### config.mk
export PLATFORM = sky130hd
export DESIGN_NAME = mips_mc_controller
export DESIGN_NICKNAME = d
export VERILOG_FILES = /design/src/rtl/mips_pkg.sv /design/src/rtl/mc_aludec.sv /design/src/rtl/mips_mc_controller.sv
export SDC_FILE = /design/constraint.sdc
export NUM_CORES = 1
export LEC_CHECK = 0
export BUFFER_PORTS_ARGS = -buffer_cell sky130_fd_sc_hd__buf_2
export CAP_MARGIN = 20
export CORE_ASPECT_RATIO = 1.25
export CORE_MARGIN = 1
export CORE_UTILIZATION = 24
export DETAILED_ROUTE_END_ITERATION = 7
export SKIP_CTS_REPAIR_TIMING = 1
export SLEW_MARGIN = 15
export SYNTH_ARGS = -nofsm -noshare
export SYNTH_HDL_FRONTEND = slang
export SYNTH_SLANG_ARGS = --single-unit
### constraint.sdc
create_clock -name clk -period 2.15 [get_ports clk]
set_input_delay 0.43 -clock clk [delete_from_list [all_inputs] [get_ports clk]]
set_output_delay 0.43 -clock clk [all_outputs]
set_load 0.03 [all_outputs]
### src/rtl/mips_pkg.sv
// Shared encodings for the multicycle MIPS controller: FSM states, opcodes,
// funct codes, ALU operation codes and the controller-to-decoder aluop codes.
package mips_pkg;

    typedef enum logic [3:0] {
        S_FETCH  = 4'd0,
        S_DECODE = 4'd1,
        S_MEMADR = 4'd2,
        S_MEMRD  = 4'd3,
        S_MEMWB  = 4'd4,
        S_MEMWR  = 4'd5,
        S_EXEC   = 4'd6,
        S_ALUWB  = 4'd7,
        S_BRANCH = 4'd8,
        S_ADDIEX = 4'd9,
        S_ADDIWB = 4'd10,
        S_JUMP   = 4'd11
    } state_t;

    localparam logic [5:0] OP_RTYPE = 6'b000000;
    localparam logic [5:0] OP_LW    = 6'b100011;
    localparam logic [5:0] OP_SW    = 6'b101011;
    localparam logic [5:0] OP_BEQ   = 6'b000100;
    localparam logic [5:0] OP_ADDI  = 6'b001000;
    localparam logic [5:0] OP_J     = 6'b000010;

    localparam logic [5:0] FN_ADD = 6'b100000;
    localparam logic [5:0] FN_SUB = 6'b100010;
    localparam logic [5:0] FN_AND = 6'b100100;
    localparam logic [5:0] FN_OR  = 6'b100101;
    localparam logic [5:0] FN_SLT = 6'b101010;

    localparam logic [2:0] ALU_ADD = 3'b010;
    localparam logic [2:0] ALU_SUB = 3'b110;
    localparam logic [2:0] ALU_AND = 3'b000;
    localparam logic [2:0] ALU_OR  = 3'b001;
    localparam logic [2:0] ALU_SLT = 3'b111;

    // ALUOP_NONE drives alucontrol to 000 in states that do not use the ALU.
    localparam logic [1:0] ALUOP_ADD   = 2'b00;
    localparam logic [1:0] ALUOP_SUB   = 2'b01;
    localparam logic [1:0] ALUOP_FUNCT = 2'b10;
    localparam logic [1:0] ALUOP_NONE  = 2'b11;

endpackage

### src/rtl/mc_aludec.sv
// ALU decoder: maps the controller's aluop and the instruction funct field
// to the 3-bit ALU operation.
module mc_aludec
    import mips_pkg::*;
(
    input  logic [1:0] aluop,
    input  logic [5:0] funct,
    output logic [2:0] alucontrol
);

    always_comb begin
        alucontrol = ALU_ADD;
        case (aluop)
            ALUOP_ADD:  alucontrol = ALU_ADD;
            ALUOP_SUB:  alucontrol = ALU_SUB;
            ALUOP_NONE: alucontrol = ALU_AND;
            default: begin
                // Unrecognised funct codes fall back to add.
                case (funct)
                    FN_SUB:  alucontrol = ALU_SUB;
                    FN_AND:  alucontrol = ALU_AND;
                    FN_OR:   alucontrol = ALU_OR;
                    FN_SLT:  alucontrol = ALU_SLT;
                    default: alucontrol = ALU_ADD;
                endcase
            end
        endcase
    end

endmodule

### src/rtl/mips_mc_controller.sv
// Multicycle MIPS main controller: state register plus state-decoded datapath
// controls; write enables are masked while reset is held.
module mips_mc_controller
    import mips_pkg::*;
(
    input  logic       clk,
    input  logic       rst,
    input  logic [5:0] opcode,
    input  logic [5:0] funct,
    input  logic       zero,
    input  logic       mem_ready,
    output logic       pc_en,
    output logic       IorD,
    output logic       MemWrite,
    output logic       IRWrite,
    output logic       RegDst,
    output logic       MemToReg,
    output logic       RegWrite,
    output logic       ALUSrcA,
    output logic [1:0] ALUSrcB,
    output logic [2:0] alucontrol,
    output logic [1:0] PCSrc,
    output logic [3:0] state
);

    state_t     r_state;
    state_t     w_next;
    state_t     w_dec_state;
    logic [1:0] w_aluop;
    logic       w_pc_en;
    logic       w_memwrite;
    logic       w_irwrite;
    logic       w_regwrite;

    always_ff @(posedge clk) begin
        if (rst) r_state <= S_FETCH;
        else     r_state <= w_next;
    end

    // Under reset the datapath selects show their FETCH values.
    assign w_dec_state = rst ? S_FETCH : r_state;

    always_comb begin
        w_next     = S_FETCH;
        w_pc_en    = 1'b0;
        IorD       = 1'b0;
        w_memwrite = 1'b0;
        w_irwrite  = 1'b0;
        RegDst     = 1'b0;
        MemToReg   = 1'b0;
        w_regwrite = 1'b0;
        ALUSrcA    = 1'b0;
        ALUSrcB    = 2'b00;
        PCSrc      = 2'b00;
        w_aluop    = ALUOP_NONE;
        case (w_dec_state)
            S_FETCH: begin
                ALUSrcB   = 2'b01;
                w_aluop   = ALUOP_ADD;
                w_pc_en   = mem_ready;
                w_irwrite = mem_ready;
                w_next    = mem_ready ? S_DECODE : S_FETCH;
            end
            S_DECODE: begin
                ALUSrcB = 2'b11;
                w_aluop = ALUOP_ADD;
                case (opcode)
                    OP_LW, OP_SW: w_next = S_MEMADR;
                    OP_RTYPE:     w_next = S_EXEC;
                    OP_BEQ:       w_next = S_BRANCH;
                    OP_ADDI:      w_next = S_ADDIEX;
                    OP_J:         w_next = S_JUMP;
                    default:      w_next = S_FETCH;
                endcase
            end
            S_MEMADR: begin
                ALUSrcA = 1'b1;
                ALUSrcB = 2'b10;
                w_aluop = ALUOP_ADD;
                w_next  = (opcode == OP_LW) ? S_MEMRD : S_MEMWR;
            end
            S_MEMRD: begin
                IorD   = 1'b1;
                w_next = mem_ready ? S_MEMWB : S_MEMRD;
            end
            S_MEMWB: begin
                MemToReg   = 1'b1;
                w_regwrite = 1'b1;
            end
            S_MEMWR: begin
                IorD       = 1'b1;
                w_memwrite = 1'b1;
                w_next     = mem_ready ? S_FETCH : S_MEMWR;
            end
            S_EXEC: begin
                ALUSrcA = 1'b1;
                w_aluop = ALUOP_FUNCT;
                w_next  = S_ALUWB;
            end
            S_ALUWB: begin
                RegDst     = 1'b1;
                w_regwrite = 1'b1;
            end
            S_BRANCH: begin
                ALUSrcA = 1'b1;
                w_aluop = ALUOP_SUB;
                PCSrc   = 2'b01;
                w_pc_en = zero;
            end
            S_ADDIEX: begin
                ALUSrcA = 1'b1;
                ALUSrcB = 2'b10;
                w_aluop = ALUOP_ADD;
                w_next  = S_ADDIWB;
            end
            S_ADDIWB: begin
                w_regwrite = 1'b1;
            end
            S_JUMP: begin
                PCSrc   = 2'b10;
                w_pc_en = 1'b1;
            end
            default: w_next = S_FETCH;
        endcase
    end

    mc_aludec u_aludec (
        .aluop      (w_aluop),
        .funct      (funct),
        .alucontrol (alucontrol)
    );

    assign pc_en    = w_pc_en    & ~rst;
    assign MemWrite = w_memwrite & ~rst;
    assign IRWrite  = w_irwrite  & ~rst;
    assign RegWrite = w_regwrite & ~rst;
    assign state    = r_state;

endmodule
### Yosys cells after proc, flatten, opt, wreduce, memory -nomap -nowiden

Index checks and enable logic that the tools add are counted.

* bits in registers: 4
* input port bits: 16
* logic and storage cells: 57

* eq/ne operators: 22
* multiplexer cells: 20
* bitwise gates (word level): 5
* reduce and logical (&&, ||, !) cells: 9

Operators with widths (count)
* $eq 6x6->1 const B: 6
* $pmux 4 s7: 1
* $pmux 4 s5: 1
* $eq 4x3->1 const B: 4
* $eq 4x4->1 const B: 4
* $pmux 2 s3: 2
* $pmux 3 s4: 1
* $mux 3: 3
* $pmux 3 s3: 1
* $eq 4x2->1 const B: 2
* $mux 1: 8
* $reduce_or 4->1: 2
* $eq 6x2->1 const B: 1
* $eq 6x3->1 const B: 1
* $eq 6x4->1 const B: 1
* $logic_not 6->1: 1
* $reduce_or 2->1: 3
* $and 1x1->1: 4
* $eq 4x1->1 const B: 1
* $logic_not 4->1: 1
* $mux 4: 1
* $pmux 2 s2: 1
* $pmux 1 s3: 1
* $reduce_or 3->1: 1
* other kinds (4): 4

### Depth between registers and ports, before layout

* depth in word-level cells: 6
* mapped depth: 5
* depth with buffers taken out: 4

### By module

A second synthesis with hierarchy kept.

* cell total of the unflattened synthesis: 93
* area total of the unflattened synthesis: 665.6 um^2

By module, submodules not included
* mips_mc_controller: times used 1, cells an instance 83, area an instance 575.6 um^2
* mc_aludec: times used 1, cells an instance 10, area an instance 90.1 um^2

### Worst setup path after synthesis

OpenSTA, ideal clock, no wires.

* path kind: register -> output
* from: register r_state[1] (netlist: state[1])
* to: output port pc_en
* data arrival time: 2.003 ns
* data required time: 1.720 ns
* slack: -0.283 ns
* stages on the path, launching flop included: 5
* path buffers: 2
* path through: dfxtp_1 > clkbuf_1 > buf_1 > a31oi_1 > o32ai_1

* word-level cells in the longest chain between the ends: 4
* elaborated cells between the ends (all ways): 6

RTL lines
* start: declaration: line mips_mc_controller.sv:26 `state_t r_state;`
* start signal: assignment: line mips_mc_controller.sv:37 `else r_state <= w_next;`
* $mux 4 (*): line mips_mc_controller.sv:41 `assign w_dec_state = rst ? S_FETCH : r_state;`
* $eq 4x4->1 / $logic_not 4->1 (equally long branches): line mips_mc_controller.sv:56 `case (w_dec_state)`
* $pmux 1 s3 (*): line mips_mc_controller.sv:56
* $and 1x1->1 (*): line mips_mc_controller.sv:133 `assign pc_en = w_pc_en & ~rst;`
* end: declaration: line mips_mc_controller.sv:12 `output logic pc_en,`

Mark *: on every way between the ends. The rest lies on a longest branch, timed or not.

### Final worst setup path

* from: register r_state[3] (netlist: state[3])
* to: output port alucontrol[2]

* word-level cells in the longest chain between the ends: 6
* elaborated cells between the ends (all ways): 13

RTL lines
* $mux 4 (*): line mips_mc_controller.sv:41
* $eq 4x1->1, or another cell as far along: line mips_mc_controller.sv:56
* $reduce_or 4->1 (no line)
* $pmux 2 s3 (*): line mips_mc_controller.sv:56
* $eq 2x2->1, or another cell as far along: line mc_aludec.sv:13 `case (aluop)`
* $pmux 3 s3 (*): line mc_aludec.sv:13
* end: declaration: line mips_mc_controller.sv:21 `output logic [2:0] alucontrol,`

Marks and branches as above.

==> out/qor.txt <==
outcome -> complete, no violations
initial detailed-routing violation count -> 20
crit path cell chain -> buf_4, or4_4, o21ai_1, buf_4
logic gate share of total power -> 0.314
Root Driver -> clkbuf_4
hold_sp -> opcode[2]
routability congestion estimate -> 0.8513
minimum clock period -> 2063 ps
pin count of the biggest net entering global routing -> 21
critical path class -> flop to output port
starting density of the core -> 0.2598
finished layout cell area -> 862.1 um^2
wire length per cell -> 11.82 um
Max Fclk -> 0.4848 GHz
routed via count -> 813
count of final max-slew check failures -> 0
Rel. slew slack -> 0.7696
overall routing resource usage -> 0.1522
RSZ-0062 raised after global routing -> no
DP Area -> 823.3 um^2
pwr dens -> 302.2 nW/um^2
post-synth top area share -> 0.1379
worst min path class -> input port to flop
CP endpoint kind -> output port
post-DP HPWL -> 1428 um
global-route wire length before repair -> 3022 um
IO Pins -> 35
total wire length -> 1868 um
CP max-delay cell -> or4_4
Sw Share -> 0.3406
Leak -> 0.3882 nW
Crit path largest cell delay -> 530 ps
die height -> 56.99 um
standard cell core area -> 2235 um^2
initial antenna violation count -> 0
maximum vdd drop -> 195.9 uV
Synth top cells by count -> 11 x nor2_1, 7 x nand2_1
Max-Cap Viols -> 0
first-pass iteration count of the detailed router -> 4
Sequential Power Share -> 0.299
Die Span X -> 45.99 um
CP Max Fanout -> 12
Mapped Area -> 580.6 um^2
NetSw -> 0.08873 mW
RR Startpoint -> state[3]
average size of a mapped cell -> 6.380 um^2
Final Cycle Share -> 0.9594
Arrival @ worst endpoint -> 1630 ps
CTS tree -> yes
Worst path most repeated cell -> buf_4
r2r endpoint -> state[2]
Max Root-Sink Buffers -> 2
Final Util -> 0.3858
worst min-delay path endpoint -> state[2]
R2R setup slack -> 320 ps
Yosys cell types -> 33
clock share of power -> 0.387
Worst-Skew Late Latency -> 250 ps
fraction of registers with async set/reset -> 0
Main synth FF type -> dfxtp_1
syn nets -> 107
area grow syn2layout -> 48.49%
count leader, synth -> nor2_1
sequential fraction of the synthesis area -> 0.1379
n_diodes -> 0
GRT overflow -> 0
P_int -> 0.1718 mW
Placement Rows -> 19
Final ANT Viol Nets -> 0
Worst Tran Pin Value -> 342.4 ps
endpoints failing setup -> 0
clk slew on worst S/H paths -> 40 ps
Sink Count -> 4
Vias per Instance -> 5.146
PortBufs -> 34
final hold violations -> 0
H-tree Lvls -> 1
Final Net Count -> 145
Reg2Reg Depth -> 4
FF+latch count, synth -> 4
drc violations -> 0
vias in the first global route -> 709
max reg flops -> 4
hold path depth -> 2
gate count of the mapped netlist -> 91
area leader, netlist -> dfxtp_1
Num CTS Buffers -> 3
clock skew -> 7.200 ps
layout cell share with drive strength beyond 1 -> 0.4094
YS warnings -> 0
die area -> 2621 um^2
synth top area cells -> dfxtp_1 14%, nor2_1 7.1%, a31oi_1 6.5%, nand2b_1 6.5%, o21ai_0 5.2%
EDFF count, synth -> 0
Worst EP required -> 1720 ps
CP Launch Type -> flop
==> per-stage QoR <==
step	TNS [ps]	setup WS (ps)	total power, mW	instances	hold WS [ps]
final	0	87.40	0.2605	158	456.1
after global routing	0	14.26	0.2760	158	456.0
after floorplan	-42.10	-25.30	0.1252	91	525.6
after CTS	-112.9	-61.83	0.2640	158	447.5
after detailed placement	0	139.0	0.1603	155	664.8
after global placement	0	150.3	0.1591	155	669.3
==> cell usage in the layout, fill, tap and decap left out, types with 2 or more instances in the layout <==
cell       n
o21ai_0    5
nand2b_1   6
buf_4      7
nor4_2     2
nand2_1    7
or4_4      2
nor4b_1    2
nor3_1     5
a21oi_1    3
buf_2     33
o21ai_1    2
nor2_1    11
or3_1      4
dfxtp_1    3
a31oi_1    6
clkbuf_4   3
inv_1      6
nor4_1     2
==> worst max-delay path by stage <==
stage | startpoint | to | slack, ps | cells after the start
6_report | state[3] | alucontrol[2] | 90 | 4
5_1_grt | state[3] | alucontrol[2] | 10 | 4
4_1_cts | state[3] | alucontrol[2] | -60 | 4
3_5_place_dp | rst | state[2] | 140 | 5
3_3_place_gp | rst | alucontrol[2] | 150 | 5
2_1_floorplan | state[1] | pc_en | -30 | 4
==> routing by layer <==
layer | up-vias | share of wire | track usage
met4 | 0 | 0.010 | 0.05042
met5 | - | 0 | 0
met3 | 2 | 0.058 | 0.01899
li1 | 420 | - | -
met1 | 352 | 0.48 | 0.2023
met2 | 39 | 0.45 | 0.2475
==> cell type report <==
class	count	area, um^2
tap	31	38.79
clock buffer	3	22.52
timing repair buffer	40	217.7
sequential	4	83.83
fill	253	1373
inverter	6	22.52
multi-input combinational	74	476.7
==> critical path: cells and delay by family (launching register included) <==
family | cells | cell delay, ps
buffers and inverters | 2 | 340
DFF | 1 | 380
AOI/OAI and AO/OA | 1 | 140
and+or+nand+nor | 1 | 530
==> logic make-up after synthesis <==
| group | after synthesis | share of synthesized area |
|---|---|---|
| xor gates and xnor gates | 2 | 0.03018 |
| AOI/OAI and AO/OA | 26 | 0.2910 |
| buffers and inverters | 13 | 0.09698 |
| and+or+nand+nor | 46 | 0.4440 |
| DFF | 4 | 0.1379 |
==> power groups by stage <==
stage / Combinational, mW / Clock [mW] / Sequential (mW)
finish: 0.0817 / 0.101 / 0.0779
global route: 0.0891 / 0.109 / 0.0784
CTS: 0.0806 / 0.105 / 0.0788
detailed placement: 0.0802 / 0 / 0.0801
global placement: 0.0790 / 0 / 0.0801
floorplan: 0.0430 / 0 / 0.0822
No activity file was read; power rests on OpenSTA's default activity.
